**src/rtl/plic_pkg.sv**
```systemverilog
// Shared constants, gateway state type and helpers for the PLIC.
// Address offsets are byte offsets inside the 4 KiB APB window.
package plic_pkg;

  localparam logic [11:0] PRIO_BASE  = 12'h000;
  localparam logic [11:0] IP_ADDR    = 12'h080;
  localparam logic [11:0] TRIG_ADDR  = 12'h084;
  localparam logic [11:0] CTX_BASE   = 12'h100;
  localparam logic [11:0] CTX_STRIDE = 12'h010;
  localparam logic [11:0] IE_OFF     = 12'h000;
  localparam logic [11:0] THOLD_OFF  = 12'h004;
  localparam logic [11:0] CLAIM_OFF  = 12'h008;

  typedef enum logic [1:0] {
    GW_IDLE   = 2'd0,
    GW_PEND   = 2'd1,
    GW_FLIGHT = 2'd2
  } plic_gw_state_e;

  function automatic int plic_id_width(input int n);
    return (n <= 2) ? 1 : $clog2(n);
  endfunction

endpackage

```
**src/rtl/plic_gateway.sv**
```systemverilog
// Per-source interrupt gateway: IDLE/PEND/FLIGHT FSM plus edge latch.
// Edge trigger and the EP latch exist only with PLIC_EDGE_TRIG_EN.
module plic_gateway
  import plic_pkg::*;
(
  input  logic clk,
  input  logic rst,
  input  logic irq,
  input  logic trig,
  input  logic claim,
  input  logic complete,
  input  logic ep_clr,
  output logic ip
);

  plic_gw_state_e state, state_n;
  logic evt;
  logic ep;
  logic ep_n;

`ifdef PLIC_EDGE_TRIG_EN
  logic irq_q;
  logic rise;

  // previous line value for the 0->1 detector
  always_ff @(posedge clk or posedge rst) begin
    if (rst) irq_q <= 1'b0;
    else     irq_q <= irq;
  end

  assign rise = irq & ~irq_q;
  assign evt  = trig ? rise : irq;

  // one extra edge held while the source is busy
  always_ff @(posedge clk or posedge rst) begin
    if (rst) ep <= 1'b0;
    else     ep <= ep_n;
  end
`else
  logic unused_cfg;
  assign unused_cfg = trig ^ ep_clr;
  assign evt = irq;
  assign ep  = 1'b0;
`endif

  // state register
  always_ff @(posedge clk or posedge rst) begin
    if (rst) state <= GW_IDLE;
    else     state <= state_n;
  end

  // next state and edge latch update
  always_comb begin
    state_n = state;
    ep_n    = ep;
    unique case (state)
      GW_IDLE:   if (evt) state_n = GW_PEND;
      GW_PEND:   if (claim) state_n = GW_FLIGHT;
      GW_FLIGHT: if (complete) state_n = (ep || evt) ? GW_PEND : GW_IDLE;
      default:   state_n = GW_IDLE;
    endcase
`ifdef PLIC_EDGE_TRIG_EN
    if (state == GW_FLIGHT && complete) ep_n = 1'b0;
    else if (trig && rise && state != GW_IDLE) ep_n = 1'b1;
    if (ep_clr) ep_n = 1'b0;
`endif
  end

  assign ip = (state == GW_PEND);

endmodule

```
**src/rtl/apb4_plic_mc.sv**
```systemverilog
// Multi-context PLIC with an APB4 register port.
// Define PLIC_EDGE_TRIG_EN to add the TRIG register and edge gateways.
module apb4_plic_mc
  import plic_pkg::*;
#(
  parameter int IRQ_NUM    = 32,
  parameter int PRIO_WIDTH = 3,
  parameter int CTX_NUM    = 2
) (
  input  logic                 pclk,
  input  logic                 prst,
  input  logic                 psel,
  input  logic                 penable,
  input  logic                 pwrite,
  input  logic [11:0]          paddr,
  input  logic [31:0]          pwdata,
  output logic [31:0]          prdata,
  output logic                 pready,
  output logic                 pslverr,
  input  logic [IRQ_NUM-1:0]   irq_i,
  output logic [CTX_NUM-1:0]   ext_irq_o
);

  localparam int IDW = plic_id_width(IRQ_NUM);

  logic [PRIO_WIDTH-1:0] prio [IRQ_NUM];
  logic [IRQ_NUM-1:0]    ie   [CTX_NUM];
  logic [PRIO_WIDTH-1:0] thold [CTX_NUM];
  logic [IDW-1:0]        win_id [CTX_NUM];
  logic [PRIO_WIDTH-1:0] win_prio [CTX_NUM];

  logic [IRQ_NUM-1:0] trig, ip, claim, cmpl, ep_clr;
  logic [CTX_NUM-1:0] ctx_sel;
  logic [IDW-1:0]     claim_id;

  logic acc, wr_acc, rd_acc;
  logic prio_hit, prio_ok, ip_hit, trig_hit;
  logic ie_hit, th_hit, cl_hit, ctx_any;
  logic [4:0] pidx;

  assign acc    = psel & penable;
  assign wr_acc = acc & pwrite;
  assign rd_acc = acc & ~pwrite;
  assign pready = 1'b1;

  assign pidx     = paddr[6:2];
  assign prio_hit = paddr[11:7] == PRIO_BASE[11:7];
  assign prio_ok  = prio_hit & ({27'd0, pidx} < 32'(IRQ_NUM));
  assign ip_hit   = paddr[11:2] == IP_ADDR[11:2];
  assign trig_hit = paddr[11:2] == TRIG_ADDR[11:2];

  // context window decode, one select per implemented context
  always_comb begin
    logic [11:0] base;
    base    = '0;
    ctx_sel = '0;
    for (int c = 0; c < CTX_NUM; c++) begin
      base       = CTX_BASE + CTX_STRIDE * 12'(c);
      ctx_sel[c] = paddr[11:4] == base[11:4];
    end
  end

  assign ctx_any = |ctx_sel;
  assign ie_hit  = ctx_any & (paddr[3:2] == IE_OFF[3:2]);
  assign th_hit  = ctx_any & (paddr[3:2] == THOLD_OFF[3:2]);
  assign cl_hit  = ctx_any & (paddr[3:2] == CLAIM_OFF[3:2]);

  assign pslverr = acc &
    ~(prio_ok | ip_hit | trig_hit | ie_hit | th_hit | cl_hit);

  // register file writes
  always_ff @(posedge pclk or posedge prst) begin
    if (prst) begin
      for (int i = 0; i < IRQ_NUM; i++) prio[i] <= '0;
      for (int c = 0; c < CTX_NUM; c++) begin
        ie[c]    <= '0;
        thold[c] <= '0;
      end
    end else if (wr_acc) begin
      for (int i = 1; i < IRQ_NUM; i++)
        if (prio_hit && pidx == 5'(i))
          prio[i] <= pwdata[PRIO_WIDTH-1:0];
      for (int c = 0; c < CTX_NUM; c++) begin
        if (ie_hit && ctx_sel[c])
          ie[c] <= {pwdata[IRQ_NUM-1:1], 1'b0};
        if (th_hit && ctx_sel[c])
          thold[c] <= pwdata[PRIO_WIDTH-1:0];
      end
    end
  end

`ifdef PLIC_EDGE_TRIG_EN
  logic [IRQ_NUM-1:0] trig_new;
  assign trig_new = {pwdata[IRQ_NUM-1:1], 1'b0};
  assign ep_clr   = (wr_acc & trig_hit) ? (trig ^ trig_new) : '0;

  // trigger mode register, 1 = edge
  always_ff @(posedge pclk or posedge prst) begin
    if (prst)                  trig <= '0;
    else if (wr_acc && trig_hit) trig <= trig_new;
  end
`else
  assign trig   = '0;
  assign ep_clr = '0;
`endif

  // per-context max scan; strict > keeps the lowest ID on ties
  always_comb begin
    ext_irq_o = '0;
    for (int c = 0; c < CTX_NUM; c++) begin
      win_id[c]   = '0;
      win_prio[c] = '0;
      for (int i = 1; i < IRQ_NUM; i++)
        if (ip[i] && ie[c][i] && prio[i] > win_prio[c]) begin
          win_prio[c] = prio[i];
          win_id[c]   = IDW'(i);
        end
      ext_irq_o[c] = win_prio[c] > thold[c];
    end
  end

  // claim/complete strobes towards the gateways
  always_comb begin
    claim_id = '0;
    for (int c = 0; c < CTX_NUM; c++)
      if (ctx_sel[c]) claim_id = win_id[c];
    claim = '0;
    cmpl  = '0;
    for (int i = 1; i < IRQ_NUM; i++) begin
      claim[i] = rd_acc & cl_hit & (claim_id == IDW'(i));
      cmpl[i]  = wr_acc & cl_hit & (pwdata[4:0] == 5'(i));
    end
  end

  // read data mux, zero outside read access phases
  always_comb begin
    prdata = '0;
    if (rd_acc) begin
      for (int i = 1; i < IRQ_NUM; i++)
        if (prio_hit && pidx == 5'(i))
          prdata[PRIO_WIDTH-1:0] = prio[i];
      if (ip_hit)   prdata[IRQ_NUM-1:0] = ip;
      if (trig_hit) prdata[IRQ_NUM-1:0] = trig;
      for (int c = 0; c < CTX_NUM; c++)
        if (ctx_sel[c]) begin
          if (ie_hit) prdata[IRQ_NUM-1:0]    = ie[c];
          if (th_hit) prdata[PRIO_WIDTH-1:0] = thold[c];
          if (cl_hit) prdata[IDW-1:0]        = win_id[c];
        end
    end
  end

  assign ip[0] = 1'b0;

  for (genvar i = 1; i < IRQ_NUM; i++) begin : g_gw
    plic_gateway u_gw (
      .clk      (pclk),
      .rst      (prst),
      .irq      (irq_i[i]),
      .trig     (trig[i]),
      .claim    (claim[i]),
      .complete (cmpl[i]),
      .ep_clr   (ep_clr[i]),
      .ip       (ip[i])
    );
  end

  logic unused_top;
  assign unused_top = ^{paddr[1:0], irq_i[0], trig[0],
                        claim[0], cmpl[0], ep_clr[0]};

endmodule

```
**config.mk**
```make
export PLATFORM = sky130hd
export DESIGN_NAME = apb4_plic_mc
export DESIGN_NICKNAME = d
export VERILOG_FILES = /design/src/rtl/plic_pkg.sv /design/src/rtl/plic_gateway.sv /design/src/rtl/apb4_plic_mc.sv
export SDC_FILE = /design/constraint.sdc
export NUM_CORES = 1
export LEC_CHECK = 0
export BUFFER_PORTS_ARGS = -buffer_cell sky130_fd_sc_hd__buf_4
export CAP_MARGIN = 5
export CORE_UTILIZATION = 40
export CTS_BUF_LIST = sky130_fd_sc_hd__clkbuf_16
export DETAILED_ROUTE_END_ITERATION = 7
export HOLD_SLACK_MARGIN = 0.06
export PLACE_DENSITY = 0.55
export SKIP_LAST_GASP = 1
export SYNTH_ARGS = -nofsm -noshare
export SYNTH_HDL_FRONTEND = slang
export SYNTH_SLANG_ARGS = --single-unit
```
**constraint.sdc**
```tcl
create_clock -name pclk -period 54.8 [get_ports pclk]
set_input_delay 10.96 -clock pclk [delete_from_list [all_inputs] [get_ports pclk]]
set_output_delay 10.96 -clock pclk [all_outputs]
set_load 0.05 [all_outputs]
```
==> out/qor.csv, run 1 <==
metric,value,unit
status,"complete, no violations",
Iteration-0 DRC Markers,1797,
simple-gate share of the synthesized area,21.47,%
pwr/cell area,15.75,mW/mm^2
Final TNS setup,0,ns
RePlAce Congestion,0.8966,
largest net degree at the start of global routing,78,
DRC,0,
mux contribution to synthesized area,12.51,%
"top cells by count, synth","285 x nand2_1, 223 x dfrtp_1, 214 x nor2_1, 195 x o21ai_0, 180 x mux2_2",
"EDFF count, synth",0,
CTS root buffer,clkbuf_16,
DP HPWL,55.09,mm
P_leak,11.08,nW
critical path startpoint category,flip-flop,
Core ar.,0.05007,sq mm
clock sink total,223,
Cell variety after synth,117,
router iterations before antenna repair,8,
die area,0.05156,sq mm
worst-path fanout max,6,
vias in the first global route,19800,
"Top FF cell, synth",dfrtp_1,
CP peak stage delay,0.43,ns
Highest Clock Rate,18.80,MHz
Total GRT Usage,27.65,%
Final Max Slew Viols,0,
Post-DRT Antenna Nets,0,
global-route wire length before repair,111.7,mm
Crit Path Category,reg -> out,
CTS Buffer Depth,3,
Syn. warnings,0,
Flop pwr share,41.0,%
register bit total from synthesis,223,
CTS tree,done,
largest family of logic cells by synthesized area,compound AO/OA/AOI/OAI gates,
xor and xnor area share after synthesis,0.7781,%
Power Internal,0.3003,mW
final worst slack,1.594,ns
"Seq/Total Area, Yosys",27.54,%
Die X,227.1,um
Hold Slack,0.4942,ns
Inst Count DP,3381,
"Async S/R FF share, synth",100.0,%
Worst EP required,43.84,ns
"Clk pin slew, worst setup/hold paths",0.06,ns
Post-CTS Hold Buffers,0,
Final min period,53.21,ns
Syn Inst Count,2485,
grt total ovfl,0,
# rows,82,
final net count,2980,
worst hold path type,reg -> reg,
Routed WL,73.47,mm
final worst-path cycle share,97.09,%
syn_area_per_cell,8.153,sq um
syn_nets,2672,
Area Overhead vs Synth,27.38,%
final setup violating endpoints,0,
I/O pin total,117,
Comb power frac,7.3,%
worst vdd ir,0.02672,mV
post-synth top area share,27.54,%
Post-Syn Area,0.02026,sq mm
DIE HEIGHT,227.1,um
slew at the pin closest to its max-slew limit,1.087,ns
crit end category,output port,
most common cell in the netlist,nand2_1,
share of cells above drive strength 1,30.53,%
Most common cell on crit path,mux2_4,
max_slew headroom,26.86,%
starting density of the core,40.47,%
H-tree Lvls,1,
Power Total,0.4066,mW
max cap viols,0,
initial antenna violation count,0,
top cell type by total area after synthesis,dfrtp_1,
Clk network pwr share,51.8,%
# port buffers,112,
Hold Fails Final Rpt,0,
cts bufs inserted,30,
top post-synthesis cells by area,"dfrtp_1 28%, mux2_2 10%, ha_1 6.5%",
vias per cell,5.968,
compound-cell area share of the yosys netlist,25.65,%
CP arrival,42.25,ns
dpl ws,-1.264,ns
filler instances,4807,
drt wl/cell,21.04,um
clock skew,0.03253,ns
Critical-path top delay cell,dfrtp_1,
Sw Share,26.14,%
post-synthesis adder-cell area fraction,7.682,%
Non-Filler Instances,3491,
Clock Latency Late Sink,0.61,ns
Psw,0.1063,mW
via count,20840,
## through the flow
stage,area [sq um],util [%]
detailed placement,23160,46.25
floorplan,20270,-
global route,25800,51.53
CTS,24420,48.78
finish,25810,51.54
global placement,23160,46.25
## per-layer routing
metal / vias to the layer above / GRT usage, % / share of wire (%)
li1: 9839 / - / -
met1: 10230 / 38.50 / 45
met2: 665 / 45.51 / 46
met3: 102 / 2.981 / 5.5
met4: 0 / 7.123 / 2.6
met5: - / 0 / 0
## cells by family (layout without fill, tap and decap cells)
logic type,after synthesis,after routing
mux,226,226
flops,223,223
compound gates,758,758
other cells,1,3
fa+ha+maj,129,129
simple gates,901,901
xor+xnor,18,18
buf+inv,229,561
## worst paths after layout
path | start | to | slack [ns] | cells past startpoint
worst max-delay path | g_gw[1].u_gw.state[1]$_DFFE_PP0P_ | prdata[3] | 1.59 | 229
worst min-delay path | g_gw[25].u_gw.state[0]$_DFFE_PP0P_ | g_gw[25].u_gw.state[1]$_DFFE_PP0P_ | 0.49 | 1
worst max register to register | g_gw[1].u_gw.state[1]$_DFFE_PP0P_ | g_gw[27].u_gw.state[0]$_DFFE_PP0P_ | 12.01 | 230
worst min register to register | g_gw[25].u_gw.state[0]$_DFFE_PP0P_ | g_gw[25].u_gw.state[1]$_DFFE_PP0P_ | 0.49 | 1
max in group asynchronous | prst | ie[48]$_DFFE_PP0P_ | 42.83 | 3
min in group asynchronous | prst | g_gw[2].u_gw.state[0]$_DFFE_PP0P_ | 10.41 | 2
## power groups by stage
stage	clock network [mW]	registers (mW)	logic, mW
3_3_place_gp	0	0.169	0.0271
5_1_grt	0.218	0.167	0.0320
2_1_floorplan	0	0.169	0.0149
4_1_cts	0.213	0.166	0.0279
6_report	0.210	0.167	0.0295
3_5_place_dp	0	0.169	0.0277
## cell type report
class                           count  area [sq um]  area share [%]
Timing Repair Buffer              372          2808           10.88
Multi-Input combinational cell   2033         15030           58.23
Inverter                          133         506.7           1.964
Sequential cell                   223          5580           21.62
Antenna cell                        2         5.005         0.01939
Clock buffer                       30         750.7           2.909
Clock inverter                     26         289.0           1.120
Tap cell                          672         840.8           3.258
## critical path: cells and delay by family (launching register included)
family	cells	cell delay (ns)
adders and majority gates	30	7.07
muxes	28	8.51
and+or+nand+nor	69	10.01
AOI/OAI and AO/OA	76	12.96
DFF	1	0.43
buffers and inverters	26	2.56
## layout by cell type, fill, tap and decap left out, types with 40 or more instances in the layout
cell	instances
and2_1	44
buf_4	369
nor3_1	40
nand2_1	274
nand3_1	82
o21ai_0	171
ha_1	73
nor2_1	200
nor2b_1	51
inv_1	122
mux2_2	159
a21oi_1	130
dfrtp_1	223
## sequential cells by signal, summed over array words and instances (netlist names)
signal,count
prio,93
g_gw.u_gw.state,62
ie,62
thold,6
## repair_timing
action,4_1_cts,5_1_grt
pin swaps,6,83
buffers inserted,4,49
setup endpoints to repair,6,7
gates resized for setup,53,205
No activity file was read; power rests on OpenSTA's default activity.
==> inputs of run 2 (changes only) <==
BUFFER_PORTS_ARGS = -buffer_cell sky130_fd_sc_hd__buf_2   (was -buffer_cell sky130_fd_sc_hd__buf_4)
==> out/qor.csv, run 2 (synthesized netlist as in run 1, its figures left out) <==
metric,value,unit
die area,0.05156,sq mm
Sw Share,26.01,%
critical path startpoint category,flip-flop,
hold endpoint,g_gw[25].u_gw.state[1]$_DFFE_PP0P_,
P_leak,11.06,nW
Critical-path top delay cell,or4_4,
"Clk pin slew, worst setup/hold paths",0.07,ns
CP peak stage delay,0.54,ns
# rows,82,
final worst-path cycle share,96.80,%
# port buffers,112,
clock sink total,223,
final net count,2989,
R2R Path End,g_gw[14].u_gw.state[0]$_DFFE_PP0P_,
Final TNS setup,0,ns
starting density of the core,40.47,%
Clock Latency Late Sink,0.60,ns
CTS root buffer,clkbuf_16,
Reg area,0.005582,sq mm
hold_sp,g_gw[25].u_gw.state[0]$_DFFE_PP0P_,
global-route wire length before repair,111.3,mm
pwr/cell area,15.35,mW/mm^2
largest net degree at the start of global routing,90,
worst reg2reg path depth,227,
Reg with most FFs,prio,
Routed WL,73.52,mm
Worst EP required,43.84,ns
Iteration-0 DRC Markers,1575,
DIE HEIGHT,227.1,um
max_slew headroom,25.86,%
slew at the pin closest to its max-slew limit,1.110,ns
DP HPWL,55.64,mm
I/O pin total,117,
Die X,227.1,um
via count,20740,
Highest Clock Rate,18.85,MHz
Clk network pwr share,50.4,%
Comb power frac,7.1,%
worst-path fanout max,6,
status,"complete, no violations",
Power Internal,0.2901,mW
grt total ovfl,0,
max reg flops,93,
CTS tree,done,
Final min period,53.04,ns
multi-input logic area,0.01505,sq mm
Most common cell on crit path,mux2_4,
Psw,0.1020,mW
vias per cell,5.931,
Area Overhead vs Synth,26.10,%
Flop pwr share,42.5,%
WHS Path Cells,1,
clock skew,0.02530,ns
RePlAce Congestion,0.9018,
Hold Fails Final Rpt,0,
vias in the first global route,19780,
Crit Path Category,reg -> out,
CTS Buffer Depth,3,
Worst R2R Setup Slack,12.27,ns
crit end category,output port,
RSZ-0062 raised after global routing,true,
# diodes,0,
filler instances,4832,
largest registers,"prio (93), g_gw.u_gw.state (62), ie (62)",
final setup violating endpoints,0,
share of cells above drive strength 1,30.98,%
DRC,0,
most frequent cells in the layout,"269 x nand2_1, 269 x buf_4, 222 x dfrtp_1, 201 x nor2_1, 172 x o21ai_0",
Final Max Slew Viols,0,
worst hold path type,reg -> reg,
Power Total,0.3922,mW
Core ar.,0.05007,sq mm
Post-CTS Hold Buffers,0,
CP arrival,42.08,ns
initial antenna violation count,0,
cts bufs inserted,29,
max cap viols,0,
Worst R2R Start,g_gw[1].u_gw.state[1]$_DFFE_PP0P_,
H-tree Lvls,1,
Post-DRT Antenna Nets,0,
Total GRT Usage,27.63,%
router iterations before antenna repair,5,
drt wl/cell,21.03,um
worst vdd ir,0.02487,mV
## run 2: cell types whose count changed in the layout (fill, tap and decap cells not counted), sizes merged
cell | before | now
inv | 139 | 138
buf | 372 | 382
clkbuf | 30 | 29
clkinvlp | 3 | 2
clkinv | 12 | 13
diode | 2 | 0
bufinv | 5 | 4
## run 2: cell type report
cell class                      instances  area share, %
Multi-Input combinational cell       2033          58.93
Sequential cell                       223          21.85
Timing Repair Buffer                  382          10.19
Tap cell                              672          3.291
Clock buffer                           29          2.840
Inverter                              133          1.983
Clock inverter                         24         0.9207
## run 2: worst max-delay path by stage
stage               cells after the start           end                         startpoint  slack (ns)
floorplan                             228  ext_irq_o[1]  g_gw[1].u_gw.state[0]$_DFFE_PP0P_        0.13
global placement                      226     prdata[3]  g_gw[1].u_gw.state[0]$_DFFE_PP0P_       -0.49
detailed placement                    231     prdata[3]  g_gw[1].u_gw.state[0]$_DFFE_PP0P_       -1.06
CTS                                   236     prdata[3]  g_gw[1].u_gw.state[0]$_DFFE_PP0P_        0.01
global route                          231  ext_irq_o[1]  g_gw[1].u_gw.state[0]$_DFFE_PP0P_       -0.55
finish                                227  ext_irq_o[1]  g_gw[1].u_gw.state[1]$_DFFE_PP0P_        1.76
## run 2: stage by stage
stage               hold slack, ns  std cells  setup WS (ns)  util, %  area, sq um
CTS                         0.4787       3462        0.01156    48.33        24200
floorplan                   0.4388       2485         0.1344        -        20270
global placement            0.4594       3408        -0.4885    46.10        23080
finish                      0.4825       3496          1.756    51.03        25550
detailed placement          0.4708       3408         -1.059    46.10        23080
global route                0.5130       3496        -0.5524    51.03        25550
## run 2: critical path, delay by kind of cell, from the launching register on
family | cells | cell delay, ns
flops | 1 | 0.44
fa+ha+maj | 30 | 7.07
mux | 28 | 8.42
buf+inv | 30 | 3.23
compound gates | 75 | 12.50
simple gates | 64 | 9.72
## run 2: what timing repair did
item                       4_1_cts  5_1_grt
gates resized for setup         46      222
pin swaps                        5       83
setup endpoints to repair        6        7
setup buffers                    1       34
## run 2: per-layer routing
| metal | vias up | share of wire [%] | GRT usage [%] | wire, um |
|---|---|---|---|---|
| li1 | 9857 | - | - | - |
| met1 | 10190 | 46 | 38.49 | 34170 |
| met2 | 569 | 46 | 44.58 | 33550 |
| met3 | 117 | 4.8 | 3.291 | 3504 |
| met4 | 0 | 3.1 | 8.508 | 2282 |
| met5 | - | 0 | 0 | 0 |
## run 2: power groups by stage
stage          Clock, mW  Sequential [mW]  Combinational, mW
2_1_floorplan          0            0.169             0.0149
3_3_place_gp           0            0.169             0.0256
3_5_place_dp           0            0.169             0.0262
4_1_cts            0.202            0.166             0.0264
5_1_grt            0.207            0.167             0.0304
6_report           0.198            0.167             0.0280
